## src/rtl/inv_lower_2_gram.sv

```systemverilog
// Computes P = Z^T * Z for a 2x2 lower-triangular Q16.16 factor using one shared multiplier.
// Optional build macro INV_LOWER_2_GRAM_SATURATE_EN clamps products and the P_11 sum on overflow.
module inv_lower_2_gram (
    input  logic        clk,
    input  logic        rst,
    input  logic        clk_en,
    input  logic [95:0] Z,
    input  logic        Z_valid,
    output logic [95:0] P,
    output logic        P_valid,
    output logic        busy
);

    typedef enum logic [2:0] {
        S_IDLE,
        S_M1,
        S_M2,
        S_M3,
        S_M4,
        S_DONE
    } state_t;

    state_t             r_state;
    state_t             w_state_next;
    logic               r_zv_prev;
    logic               w_capture;
    logic signed [31:0] r_z11;
    logic signed [31:0] r_z21;
    logic signed [31:0] r_z22;
    logic signed [31:0] r_acc;
    logic signed [31:0] r_p21;
    logic signed [31:0] r_p22;
    logic        [95:0] r_p;
    logic               r_p_valid;

    logic signed [31:0] w_op_a;
    logic signed [31:0] w_op_b;
    logic signed [63:0] w_prod;
    logic signed [31:0] w_prod_q;
    logic signed [31:0] w_sum;
    logic               w_prod_unused;

    assign w_capture = (r_state == S_IDLE) && Z_valid && !r_zv_prev;

    always_comb begin
        // NOTE: every signal gets a default before the case so no path leaves it unassigned and no latch is inferred.
        w_state_next = r_state;
        case (r_state)
            S_IDLE: if (w_capture) w_state_next = S_M1;
            S_M1:   w_state_next = S_M2;
            S_M2:   w_state_next = S_M3;
            S_M3:   w_state_next = S_M4;
            S_M4:   w_state_next = S_DONE;
            S_DONE: w_state_next = S_IDLE;
            default: w_state_next = S_IDLE;
        endcase
    end

    // The single multiplier sees a different operand pair in each compute state.
    always_comb begin
        w_op_a = r_z11;
        w_op_b = r_z11;
        case (r_state)
            S_M2: begin
                w_op_a = r_z21;
                w_op_b = r_z21;
            end
            S_M3: begin
                w_op_a = r_z21;
                w_op_b = r_z22;
            end
            S_M4: begin
                w_op_a = r_z22;
                w_op_b = r_z22;
            end
            default: begin
                w_op_a = r_z11;
                w_op_b = r_z11;
            end
        endcase
    end

    assign w_prod = w_op_a * w_op_b;

    // Bits [47:16] of the Q32.32 product are the Q16.16 result; dropping the low bits floors it.
`ifdef INV_LOWER_2_GRAM_SATURATE_EN
    logic        w_prod_ovf;
    logic [32:0] w_sum_full;

    assign w_prod_ovf = (w_prod[63:47] != {17{w_prod[63]}});
    assign w_prod_q   = w_prod_ovf ? (w_prod[63] ? 32'sh8000_0000 : 32'sh7FFF_FFFF)
                                   : w_prod[47:16];
    assign w_sum_full = {r_acc[31], r_acc} + {w_prod_q[31], w_prod_q};
    assign w_sum      = (w_sum_full[32] != w_sum_full[31])
                      ? (w_sum_full[32] ? 32'sh8000_0000 : 32'sh7FFF_FFFF)
                      : w_sum_full[31:0];
`else
    assign w_prod_q = w_prod[47:16];
    assign w_sum    = r_acc + w_prod_q;
`endif

    assign w_prod_unused = ^{w_prod[63:48], w_prod[15:0]};

    always_ff @(posedge clk or negedge rst) begin
        if (!rst) begin
            r_state   <= S_IDLE;
            r_zv_prev <= 1'b0;
            r_z11     <= '0;
            r_z21     <= '0;
            r_z22     <= '0;
            r_acc     <= '0;
            r_p21     <= '0;
            r_p22     <= '0;
            r_p       <= '0;
            r_p_valid <= 1'b0;
        end else if (clk_en) begin
            // NOTE: non-blocking updates so every register samples the pre-edge values of the others.
            r_zv_prev <= Z_valid;
            r_state   <= w_state_next;
            r_p_valid <= 1'b0;
            case (r_state)
                S_IDLE: if (w_capture) {r_z22, r_z21, r_z11} <= Z;
                S_M1:   r_acc <= w_prod_q;
                S_M2:   r_acc <= w_sum;
                S_M3:   r_p21 <= w_prod_q;
                S_M4:   r_p22 <= w_prod_q;
                S_DONE: begin
                    r_p       <= {r_p22, r_p21, r_acc};
                    r_p_valid <= 1'b1;
                end
                default: ;
            endcase
        end
    end

    assign P       = r_p;
    assign P_valid = r_p_valid;
    assign busy    = (r_state != S_IDLE) || r_p_valid;

endmodule

```

## config.mk

```make
export PLATFORM = sky130hd
export DESIGN_NAME = inv_lower_2_gram
export DESIGN_NICKNAME = d
export VERILOG_FILES = /design/src/rtl/inv_lower_2_gram.sv
export SDC_FILE = /design/constraint.sdc
export NUM_CORES = 2
export LEC_CHECK = 0
export ABC_CLOCK_PERIOD_IN_PS = 11200
export BUFFER_PORTS_ARGS = -buffer_cell sky130_fd_sc_hd__buf_4
export CORE_ASPECT_RATIO = 1.1
export CORE_MARGIN = 1
export CORE_UTILIZATION = 59
export CTS_CLUSTER_DIAMETER = 200
export CTS_CLUSTER_SIZE = 30
export DETAILED_ROUTE_END_ITERATION = 10
export MAX_ROUTING_LAYER = met4
export PLACE_DENSITY = 0.9
export SETUP_SLACK_MARGIN = 0.5
export SLEW_MARGIN = 5
export SYNTH_ARGS = -nofsm -noshare
export SYNTH_HDL_FRONTEND = slang
export SYNTH_SLANG_ARGS = --single-unit
```

## constraint.sdc

```tcl
create_clock -name clk -period 11.2 [get_ports clk]
set_input_delay 2.8 -clock clk [delete_from_list [all_inputs] [get_ports clk]]
set_output_delay 2.8 -clock clk [all_outputs]
set_load 0.01 [all_outputs]
```

==> results by group <==
STA
  • Setup_tns: 0 ns
  • Max-Slew Margin vs Limit: 0.2265
  • Period Utilization, post-route: 0.9556
  • Max Slew Vio Count: 0
  • Measured slew at the worst slew-check pin: 1.160 ns
  • FMAX: 0.09343 GHz
  • Fin crit period: 10.70 ns
  • Clock skew: approximately 0.052 ns
  • Final Hold Fails: 0
  • RSZ-0062 raised after global routing: true
  • # setup viols final: 0
  • Hold Slack: around 0.49 ns
  • Setup slack after layout: 0.4968 ns

Critical path
  • R2r endpoint: r_acc[31]$_DFFE_PN0P_
  • Bufs and invs on worst path: 9
  • Slowest cell delay on critical path: 0.56 ns
  • Worst Setup End Kind: flop
  • R2R depth: 43
  • Worst Setup Start Kind: flop
  • Top delay family on crit path: adder cells
  • CP most frequent cell: fa_1
  • Crit-path max FO: 8
  • WP data required: 11.63 ns
  • Critical path type: reg -> reg
  • R2r setup slk: 0.50 ns
  • Slowest CP cell: dfrtp_4
  • Worst EP arrival: 11.13 ns
  • Worst R2R Start: r_state[1]$_DFFE_PN0P_

CTS
  • Clock buffer depth: 3
  • Clk sinks: slightly below 300
  • Clk Latency, worst-skew pair: 0.55 ns
  • Clock Pin Slew Worst Setup and Hold Paths: roughly 0.12 ns
  • H-tree levels: 1
  • CTS buffer count: 13
  • Root Buffer: clkbuf_16
  • TritonCTS clock tree: built

Detailed routing
  • Drt pass-1 iters: 8
  • DRT antenna net count: 0
  • Starting DRT DRC Count: 3,370
  • # DRC: 0
  • Routed len/inst: 27.04 um
  • Via/cell ratio: 5.991
  • Via count: between 30,000 and 40,000
  • Total Wirelength: ~160 mm

Yosys
  • Sequential share of the synthesized area: 0.1708
  • Syn nets: 5,748
  • Register bit count reported by yosys: between 200 and 300
  • Top cell type's share of synthesized area: 0.3913
  • Syn avg cell area: just over 9 um^2
  • Ys async rst share: 1.000
  • Main synth FF type: dfrtp_1
  • Ys Warns: 0
  • Mapped Area: 42,930 um^2
  • Syn Inst Count: 4,612
  • Yosys top cell by area: fa_1
  • Synth area leaders: fa_1, dfrtp_1, inv_1
  • Post-synthesis cell type count: 74
  • EDFF count, synth: 0

Run
  • Max-cap viol count: 0

Floorplanning
  • Horiz. Die Dim: ~260 um
  • Die area: roughly 74,000 um^2
  • Core area: roughly 72,000 um^2
  • # rows: 103
  • I/O Pins: 198
  • Starting Density: 0.5969
  • Die H: 284.9 um

Layout
  • Synthesis-to-finish area growth: 17.35%
  • Area occupied by registers: 7337 um^2
  • Multi-input gate area: ~32,000 um^2
  • Layout cell share with drive strength beyond 1: 0.2199
  • Nets: 6,191
  • Filler cell count: 5,418

Placed design
  • Final HPWL DP: 130.5 mm
  • Count of input and output buffers: around 200
  • Global placer's final weighted congestion: 1.090
  • DP Worst Slack: 0.04974 ns

Hold path
  • Hold Path Sink: r_p22[1]$_DFFE_PN0P_
  • Hold Path Class: reg -> reg
  • Hold-critical path depth: 2
  • Hold_sp: r_p22[1]$_DFFE_PN0P_

Global routing
  • Largest net degree at the start of global routing: approximately 190
  • GRT Total Usage: 0.4543
  • Vias in the first global route: 37,780
  • Antenna violations before repair: 7
  • First-pass GRT wire length: around 230 mm
  • GRT overflow: 0

Run status
  • Status: completed
## how the worst max path moves through the flow
stage	end	slack (ns)	depth (start not counted)	startpoint
floorplan	r_acc[31]$_DFFE_PN0P_	0.51	51	r_state[2]$_DFFE_PN0P_
CTS	r_acc[31]$_DFFE_PN0P_	0.50	42	r_state[2]$_DFFE_PN0P_
global placement	r_acc[31]$_DFFE_PN0P_	0.12	41	r_state[0]$_DFFE_PN0P_
finish	r_acc[31]$_DFFE_PN0P_	0.50	43	r_state[1]$_DFFE_PN0P_
global route	r_acc[21]$_DFFE_PN0P_	0.18	44	r_state[1]$_DFFE_PN0P_
detailed placement	r_acc[31]$_DFFE_PN0P_	0.05	41	r_state[0]$_DFFE_PN0P_
## metal layers
layer	global-route usage	routed length, um	vias up
met5	-	0	-
met4	0.4124	19440	0
met3	0.07289	12740	787
met2	0.7212	76740	2081
met1	0.4897	53530	18220
li1	-	-	14910
## layout make-up
cell class	instances	area share
diodes	7	0.0003477
clock buffers	15	0.006607
clock inverters	2	0.0003477
inverters	890	0.06639
multi-input cells	3196	0.6423
flip-flops and latches	293	0.1457
well taps	945	0.02347
repair buffers	661	0.1149
## cells by family after synthesis
group | after synthesis | synth area share
adder cells (fa/ha/maj) | 1036 | 0.4487
multiplexers | 223 | 0.05824
AND/OR/NAND/NOR | 1328 | 0.1249
flip-flops | 293 | 0.1708
buffers and inverters | 1123 | 0.09968
AO/OA/AOI/OAI | 508 | 0.07657
XOR/XNOR | 101 | 0.02110
## cell usage in the layout (no fill, tap or decap), drive strengths merged, types with 9 or more instances in the layout
master	instances
o21ai	191
nor2	633
xnor2	77
a211oi	9
and2	10
nand2	535
a31oi	9
nand3	19
o22ai	27
o211ai	9
xor2	23
ha	197
o221ai	20
mux2	211
inv	889
nor2b	36
dfrtp	293
o221a	12
nor3b	11
buf	657
nor3	25
a21o	49
clkbuf	18
mux2i	12
nand2b	27
a21oi	86
o22a	9
fa	839
o21bai	16
o21a	31
## per-stage QoR
stage | cells | utilization | cell area [um^2]
floorplan | 4612 | - | 42960
global placement | 5890 | 0.6640 | 47750
detailed placement | 5890 | 0.6640 | 47750
CTS | 5924 | 0.6759 | 48600
global route | 6009 | 0.7005 | 50370
finish | 6009 | 0.7005 | 50370
## synthesized netlist by cell type (all sizes together), types with 6 or more instances
| library cell | n |
|---|---|
| a211oi | 9 |
| a21o | 49 |
| a21oi | 86 |
| a22o | 6 |
| a31oi | 9 |
| and2 | 10 |
| and3 | 6 |
| buf | 45 |
| clkbuf | 188 |
| dfrtp | 293 |
| fa | 839 |
| ha | 197 |
| inv | 888 |
| mux2 | 211 |
| mux2i | 12 |
| nand2 | 535 |
| nand2b | 27 |
| nand3 | 19 |
| nand4 | 8 |
| nor2 | 633 |
| nor2b | 36 |
| nor3 | 25 |
| nor3b | 11 |
| o211ai | 9 |
| o21a | 31 |
| o21ai | 191 |
| o21bai | 16 |
| o221a | 12 |
| o221ai | 20 |
| o22a | 9 |
| o22ai | 27 |
| o31ai | 8 |
| or2 | 8 |
| xnor2 | 77 |
| xor2 | 23 |
## flip-flops by register name (all words and copies together) (netlist names), 3 cells and up
| signal | count |
|---|---|
| r_z22 | 32 |
| r_z21 | 32 |
| P | 96 |
| r_p21 | 32 |
| r_z11 | 32 |
| r_state | 3 |
| r_acc | 32 |
| r_p22 | 32 |
## repair_timing
| action | in CTS | in global routing |
|---|---|---|
| setup buffers | 16 | 75 |
| pin swaps | 14 | 95 |
| endpoints found under the setup margin | 9 | 16 |
| gates resized for setup | 96 | 262 |
| hold buffers | 0 | 0 |
| gates cloned | 1 | 3 |
## tightest hold or removal path: cells and delay by family (launching register included)
kind / cells / cell delay (ns)
and+or+nand+nor: 1 / 0.04
DFF: 1 / 0.36
AOI/OAI and AO/OA: 1 / 0.06
Power is not shown: default switching activity piles up to over one toggle a cycle in this logic, so the estimate is an artifact.
